<file path="src/rtl/systolic_pkg.sv">
// -----------------------------------------------------------------------------
// systolic_pkg
// Shared definitions for the systolic array feeder.
//   feeder_state_t : controller states (IDLE, RUN, DONE)
//   run_len()      : number of feed steps for an M x K by K x N product with a
//                    given PE MAC latency. Used by RTL and by the bench.
// -----------------------------------------------------------------------------
package systolic_pkg;

    typedef enum logic [1:0] {
        ST_IDLE = 2'd0,
        ST_RUN  = 2'd1,
        ST_DONE = 2'd2
    } feeder_state_t;

    // The last operand pair reaches PE(M-1,N-1) at step K+M+N-3; the extra
    // PE_LATENCY steps let that final MAC retire before done is raised.
    function automatic int run_len(input int m, input int k, input int n, input int lat);
        return k + m + n - 2 + lat;
    endfunction

endpackage

</file>
<file path="src/rtl/feed_lane_mux.sv">
// -----------------------------------------------------------------------------
// feed_lane_mux
// Picks the element a single edge lane presents at step t. A lane with index L
// is skewed by L steps, so it shows i_vec[t-L] while 0 <= t-L < K, else 0.
//   i_lane : lane index (row i for the left edge, column j for the top edge)
//   i_t    : step index
//   i_vec  : snapshot row (left edge) or column (top edge), K elements
//   o_elem : selected element or 0
// -----------------------------------------------------------------------------
module feed_lane_mux
    import systolic_pkg::*;
#(
    parameter int DATA_WIDTH = 8,
    parameter int K          = 4,
    parameter int TW         = 4
) (
    input  logic [TW-1:0]                 i_lane,
    input  logic [TW-1:0]                 i_t,
    input  logic [0:K-1][DATA_WIDTH-1:0]  i_vec,
    output logic [DATA_WIDTH-1:0]         o_elem
);

    logic [TW-1:0] w_off;

    always_comb begin
        w_off  = i_t - i_lane;
        o_elem = '0;
        // Guarding on t >= lane keeps the subtraction from wrapping into a
        // bogus in-window offset.
        if (i_t >= i_lane) begin
            for (int idx = 0; idx < K; idx++) begin
                if (w_off == TW'(idx)) begin
                    o_elem = i_vec[idx];
                end
            end
        end
    end

endmodule

</file>
<file path="src/rtl/matrix_feeder.sv">
// -----------------------------------------------------------------------------
// matrix_feeder
// Snapshots a weight matrix W (M x K) and a data matrix B (K x N) on start and
// streams them, skewed, into the left and top edges of an M x N systolic
// array. A run lasts R = K+M+N-2+PE_LATENCY steps, then done pulses once.
//
// Ports
//   clk, reset_n  : clock, asynchronous active-low reset
//   start         : one-cycle run request (honoured only in IDLE)
//   stall         : (MATRIX_FEEDER_STALL_EN only) pauses the run
//   data_rom_w    : weight matrix, [row][col]
//   data_rom_b    : data matrix, [row][col]
//   a_left        : left-edge lanes, lane i carries W[i][t-i]
//   b_top         : top-edge lanes, lane j carries B[t-j][j]
//   feed_valid    : array advances one step
//   clear_acc     : zero the PE accumulators (same cycle as accepted start)
//   busy, done    : run in progress / result complete pulse
//
// Build option
//   MATRIX_FEEDER_STALL_EN : adds the stall input. Without it every run is
//                            exactly R cycles.
//
// States
//   ST_IDLE | waiting for start
//   ST_RUN  | presenting steps 0..R-1 (or stall bubbles)
//   ST_DONE | one-cycle done pulse, then back to IDLE
// -----------------------------------------------------------------------------
module matrix_feeder
    import systolic_pkg::*;
#(
    parameter int DATA_WIDTH = 8,
    parameter int ARRAY_W_W  = 4,
    parameter int ARRAY_W_L  = 4,
    parameter int ARRAY_A_W  = 4,
    parameter int ARRAY_A_L  = 4,
    parameter int PE_LATENCY = 1
) (
    input  logic                                          clk,
    input  logic                                          reset_n,
    input  logic                                          start,
`ifdef MATRIX_FEEDER_STALL_EN
    input  logic                                          stall,
`endif
    input  logic [0:ARRAY_W_W-1][0:ARRAY_W_L-1][DATA_WIDTH-1:0] data_rom_w,
    input  logic [0:ARRAY_A_W-1][0:ARRAY_A_L-1][DATA_WIDTH-1:0] data_rom_b,
    output logic [0:ARRAY_W_W-1][DATA_WIDTH-1:0]          a_left,
    output logic [0:ARRAY_A_L-1][DATA_WIDTH-1:0]          b_top,
    output logic                                          feed_valid,
    output logic                                          clear_acc,
    output logic                                          busy,
    output logic                                          done
);

    localparam int M  = ARRAY_W_W;
    localparam int KW = ARRAY_W_L;
    localparam int KA = ARRAY_A_W;
    localparam int N  = ARRAY_A_L;
    localparam int R  = run_len(M, KW, N, PE_LATENCY);
    localparam int TW = $clog2(R + 1);
    localparam logic [TW-1:0] T_LAST = TW'(R - 1);

    feeder_state_t r_state;
    feeder_state_t w_state_nxt;
    logic [TW-1:0] r_t;
    logic [TW-1:0] w_t_nxt;
    logic          w_fv_nxt;
    logic          w_stall;
    logic          w_start_run;

    logic [0:M-1][0:KW-1][DATA_WIDTH-1:0] r_w;
    logic [0:KA-1][0:N-1][DATA_WIDTH-1:0] r_b;
    logic [0:M-1][0:KW-1][DATA_WIDTH-1:0] w_w_src;
    logic [0:KA-1][0:N-1][DATA_WIDTH-1:0] w_b_src;
    logic [0:N-1][0:KA-1][DATA_WIDTH-1:0] w_b_col;
    logic [0:M-1][DATA_WIDTH-1:0]         w_a_lane;
    logic [0:N-1][DATA_WIDTH-1:0]         w_b_lane;

    logic                         r_fv;
    logic                         r_busy;
    logic                         r_done;
    logic [0:M-1][DATA_WIDTH-1:0] r_a_left;
    logic [0:N-1][DATA_WIDTH-1:0] r_b_top;

`ifdef MATRIX_FEEDER_STALL_EN
    assign w_stall = stall;
`else
    assign w_stall = 1'b0;
`endif

    assign w_start_run = (r_state == ST_IDLE) && start;

    // Bubble handling: r_t is the step on the lanes when r_fv is high, and the
    // step still pending when r_fv is low (a stall bubble). A step is only
    // retired after it has been shown with r_fv high.
    always_comb begin
        w_state_nxt = r_state;
        w_t_nxt     = r_t;
        w_fv_nxt    = 1'b0;
        case (r_state)
            ST_IDLE: begin
                if (start) begin
                    w_state_nxt = ST_RUN;
                    w_t_nxt     = '0;
                    w_fv_nxt    = 1'b1;
                end
            end
            ST_RUN: begin
                if (r_fv) begin
                    if (r_t == T_LAST) begin
                        w_state_nxt = ST_DONE;
                        w_t_nxt     = '0;
                    end else begin
                        w_t_nxt  = r_t + 1'b1;
                        w_fv_nxt = !w_stall;
                    end
                end else begin
                    w_fv_nxt = !w_stall;
                end
            end
            ST_DONE: begin
                w_state_nxt = ST_IDLE;
                w_t_nxt     = '0;
            end
            default: begin
                w_state_nxt = ST_IDLE;
                w_t_nxt     = '0;
            end
        endcase
    end

    always_ff @(posedge clk or negedge reset_n) begin
        if (!reset_n) begin
            r_state <= ST_IDLE;
            r_t     <= '0;
        end else begin
            r_state <= w_state_nxt;
            r_t     <= w_t_nxt;
        end
    end

    // The t=0 step must be on the lanes right after the start edge, so on that
    // edge the lane muxes read the input ports instead of the snapshot.
    assign w_w_src = w_start_run ? data_rom_w : r_w;
    assign w_b_src = w_start_run ? data_rom_b : r_b;

    for (genvar j = 0; j < N; j++) begin : g_col
        for (genvar k = 0; k < KA; k++) begin : g_elem
            assign w_b_col[j][k] = w_b_src[k][j];
        end
    end

    for (genvar i = 0; i < M; i++) begin : g_a_lane
        feed_lane_mux #(
            .DATA_WIDTH (DATA_WIDTH),
            .K          (KW),
            .TW         (TW)
        ) u_mux (
            .i_lane (TW'(i)),
            .i_t    (w_t_nxt),
            .i_vec  (w_w_src[i]),
            .o_elem (w_a_lane[i])
        );
    end

    for (genvar j = 0; j < N; j++) begin : g_b_lane
        feed_lane_mux #(
            .DATA_WIDTH (DATA_WIDTH),
            .K          (KA),
            .TW         (TW)
        ) u_mux (
            .i_lane (TW'(j)),
            .i_t    (w_t_nxt),
            .i_vec  (w_b_col[j]),
            .o_elem (w_b_lane[j])
        );
    end

    always_ff @(posedge clk or negedge reset_n) begin
        if (!reset_n) begin
            r_w <= '0;
            r_b <= '0;
        end else if (w_start_run) begin
            r_w <= data_rom_w;
            r_b <= data_rom_b;
        end
    end

    always_ff @(posedge clk or negedge reset_n) begin
        if (!reset_n) begin
            r_fv     <= 1'b0;
            r_busy   <= 1'b0;
            r_done   <= 1'b0;
            r_a_left <= '0;
            r_b_top  <= '0;
        end else begin
            r_fv     <= w_fv_nxt;
            r_busy   <= (w_state_nxt == ST_RUN);
            r_done   <= (w_state_nxt == ST_DONE);
            r_a_left <= w_fv_nxt ? w_a_lane : '0;
            r_b_top  <= w_fv_nxt ? w_b_lane : '0;
        end
    end

    assign a_left     = r_a_left;
    assign b_top      = r_b_top;
    assign feed_valid = r_fv;
    assign busy       = r_busy;
    assign done       = r_done;
    // Combinational so the accumulators clear on the start edge, one edge
    // before the first operand pair is consumed.
    assign clear_acc  = reset_n && w_start_run;

endmodule

</file>
<file path="config.mk">
export PLATFORM = sky130hd
export DESIGN_NAME = matrix_feeder
export DESIGN_NICKNAME = d
export VERILOG_FILES = /design/src/rtl/systolic_pkg.sv /design/src/rtl/feed_lane_mux.sv /design/src/rtl/matrix_feeder.sv
export SDC_FILE = /design/constraint.sdc
export NUM_CORES = 1
export LEC_CHECK = 0
export BUFFER_PORTS_ARGS = -buffer_cell sky130_fd_sc_hd__buf_2
export CORE_MARGIN = 2
export CORE_UTILIZATION = 55
export DETAILED_ROUTE_END_ITERATION = 8
export HOLD_SLACK_MARGIN = 0.15
export PLACE_DENSITY = 0.83
export SETUP_SLACK_MARGIN = 0.1
export SLEW_MARGIN = 20
export SYNTH_ARGS = -nofsm -noshare
export SYNTH_HDL_FRONTEND = slang
export SYNTH_SLANG_ARGS = --single-unit
</file>
<file path="constraint.sdc">
create_clock -name clk -period 4.1 [get_ports clk]
set_input_delay 0.41 -clock clk [delete_from_list [all_inputs] [get_ports clk]]
set_output_delay 0.41 -clock clk [all_outputs]
set_load 0.005 [all_outputs]
</file>
==> results.py <==
metrics = {
    "status": {
        "status": "finished, final reports clean",
    },
    "timing": {
        "finalClockSkew_ps": 12.2,
        "rsz0062_at_grt": "false",
        "max-slew-margin-rel": 0.246,
        "hold_viol": 0,
        "max_freq_ghz": 0.279,
        "setup_tns_ps": 0,
        "slew_violations": 0,
        "tightest_slew_ps": 1130,
        "finalSetupViolations": 0,
        "fin_crit_ps": 3580,
        "timing.final.crit_share": 0.873,
    },
    "layout": {
        "seqCellArea_sq_um": 8230,
        "final_cell_mix": "dfrtp_1 (329), buf_2 (325), nand2_1 (291)",
        "fill_cells": 1687,
        "instances_no_fill": 2101,
        "area_growth_pct": 30.7,
        "final_common_cell": "dfrtp_1",
        "drive_above_1_share": 0.343,
        "multi_input_area_sq_um": 6080,
        "fin_nets": 1999,
    },
    "power_and_ir_drop": {
        "power_frac_comb": 0.475,
        "power_density_nw_per_um2": 802,
        "switching_share": 0.391,
        "intPower_uw": 9530,
        "ir_worst_vdd_uv": 762,
        "p_leak_uw": 0.00983,
        "p_clk_frac": 0.195,
        "switchingPower_uw": 6110,
        "power_uw": 15600,
        "pwr-share-seq": 0.331,
    },
    "clocking": {
        "ctsHoldBuffers": 171,
        "htree_levels": 2,
        "cts-root-buf": "clkbuf_16",
        "post-cts-setup-buffers": 0,
        "clk_latency_ps": 510,
        "cts_tree": "built",
        "numCtsBuffers": 35,
        "cts_buffer_depth": 3,
        "clk_pin_slew_ps": 60,
        "cts.sinks": 329,
        "cts-resized-gates": 0,
    },
    "die": {
        "die_x_microns": 169,
        "num_rows": 60,
        "ios": 327,
        "core_sq_um": 26800,
        "start_util": 0.556,
        "die_h_microns": 169,
        "dieArea_sq_um": 28400,
    },
    "yosys": {
        "synth_top_area_cell": "dfrtp_1",
        "async_flop_share": 1.00,
        "syn-num-nets": 1531,
        "synth_area_sq_um": 14900,
        "synth_top_area_share": 0.552,
        "synthTopCellsByArea": "dfrtp_1 (55%), mux2_2 (8.9%), nand2_1 (7.3%), mux2_4 (3.9%), mux2i_1 (3.2%)",
        "synthFlopType": "dfrtp_1",
        "synth_edf_count": 0,
        "ys_seq_area_frac": 0.552,
        "synth_area_per_cell_sq_um": 11.7,
        "ys_types": 64,
        "synthCells": 1269,
        "ys_ff_latch": 329,
        "yosysWarnings": 0,
    },
    "worst_setup_path": {
        "crit_family": "simple AND/OR/NAND/NOR gates",
        "critPathMaxStageDelay_ps": 620,
        "cp_data_arrival_time_ps": 3970,
        "startpoint_type": "flop",
        "end_kind": "flop",
        "path_cells": "nand3_2 > or3b_1 > nand2_4 > nand2b_1 > ha_1 > or3_4 > a211oi_4 > o21ai_0 > a221oi_1",
        "required_ps": 4490,
        "crit_type": "flop to flop",
        "worst-path-buf-inv": 0,
        "path_max_fanout": 19,
        "slowest_stage": "a211oi_4",
    },
    "global_routing": {
        "first_global_vias": 13100,
        "grt_use_met1": 0.363,
        "overflow": 0,
        "grt_usage": 0.307,
        "top_usage_layer": "met2",
        "use_met3": 0.0641,
        "grt_pass1_wl_mm": 68.5,
        "antenna_found_initial": 3,
        "grt_max_degree": 173,
        "grtUsageMet2": 0.538,
    },
    "routing": {
        "vias": 12100,
        "detail-route-antenna-nets": 0,
        "drcViolationCount": 0,
        "finalWirelength_mm": 44.2,
        "drt_iter0_markers": 1062,
        "first_pass_iters": 6,
        "wl_per_cell_microns": 21.0,
        "vias_per_cell": 5.74,
    },
    "min_path": {
        "hold_class": "input pin to flop",
    },
    "place": {
        "dp_hpwl_mm": 25.3,
        "place_congestion": 0.846,
        "dp_cells": 1868,
        "port_buffers": 326,
    },
    "run": {
        "cap_violations": 0,
    },
}
[layout make-up]
class                   count  share of cell area
flip-flops and latches    329               0.422
multi-input cells         834               0.312
repair buffers            518               0.184
clock buffers              48              0.0512
well taps                 341              0.0219
clock inverters             9             0.00424
inverters                  19             0.00366
diodes                      3            0.000385
[final timing paths]
path | endpoint | slack [ps] | start | depth (start not counted)
max in group asynchronous | r_t[3] | 2690 | reset_n | 3
worst max register to register | a_left[20] | 520 | r_state[0] | 9
worst min-delay path | r_b[33] | 150 | data_rom_b[33] | 3
worst min register to register | r_w[27] | 460 | r_w[27] | 2
worst max-delay path | a_left[20] | 520 | r_state[0] | 9
min in group asynchronous | r_b[118] | 290 | reset_n | 2
[power groups by stage]
stage          sequential [uW]  combinational (uW)  clock [uW]
4_1_cts                   5120                7260        3070
2_1_floorplan             5010                5360           0
3_3_place_gp              5080                6830           0
3_5_place_dp              5160                7070           0
5_1_grt                   5270                8010        3220
6_report                  5170                7430        3040
[stage by stage]
stage / utilization / hold WS (ps) / instance area (sq um) / setup WS (ps)
floorplan: - / 114 / 14900 / 1090
global placement: 0.622 / 212 / 16700 / 776
detailed placement: 0.622 / 211 / 16700 / 570
CTS: 0.726 / 150 / 19500 / 542
global route: 0.727 / 150 / 19500 / 283
finish: 0.727 / 148 / 19500 / 520
[cells in the mapped netlist, types with 15 or more instances]
cell and instances:
a21oi_1 15, a31oi_1 15, and3b_1 16, buf_2 24
buf_4 15, buf_6 19, clkbuf_1 28, dfrtp_1 329
inv_1 16, mux2_2 118, mux2_4 39, mux2i_1 47
nand2_1 291, nand2b_1 19, nand3_1 17, nand4_1 18
nor2_1 22, nor3b_1 23, o2111a_1 16, o211ai_1 18
o21a_1 16, o21ai_0 22, o21ai_1 28, o21ba_1 15
[worst reg2reg max path: stages, from the launching register on]
cell	delay (ps)
dfrtp_1	500
nand3_2	160
or3b_1	520
nand2_4	250
nand2b_1	170
ha_1	280
or3_4	440
a211oi_4	620
o21ai_0	220
a221oi_1	300
[state kept, by name, summed over array words and instances, names as in the netlist]
name / count
a_left: 32
r_w: 128
r_b: 128
feed_valid: 1
done: 1
r_t: 4
b_top: 32
r_state: 2
busy: 1
[kinds of logic (layout without fill, tap and decap cells)]
group                    Yosys count  after routing  synth area share
AND/OR/NAND/NOR                  445            445             0.145
flip-flops                       329            329             0.552
multiplexers                     208            208             0.164
AO/OA/AOI/OAI                    176            176            0.0929
buffers and inverters            106            594            0.0420
adder cells (fa/ha/maj)            3              3           0.00252
XOR/XNOR                           2              2           0.00168
other                              0              3                 0
[metal layers]
| metal | part of all wire | vias to the layer above |
|---|---|---|
| li1 | - | 5316 |
| met1 | 0.38 | 5935 |
| met2 | 0.50 | 667 |
| met3 | 0.077 | 145 |
| met4 | 0.041 | 0 |
| met5 | 0 | - |
No activity file was read; power rests on OpenSTA's default activity.
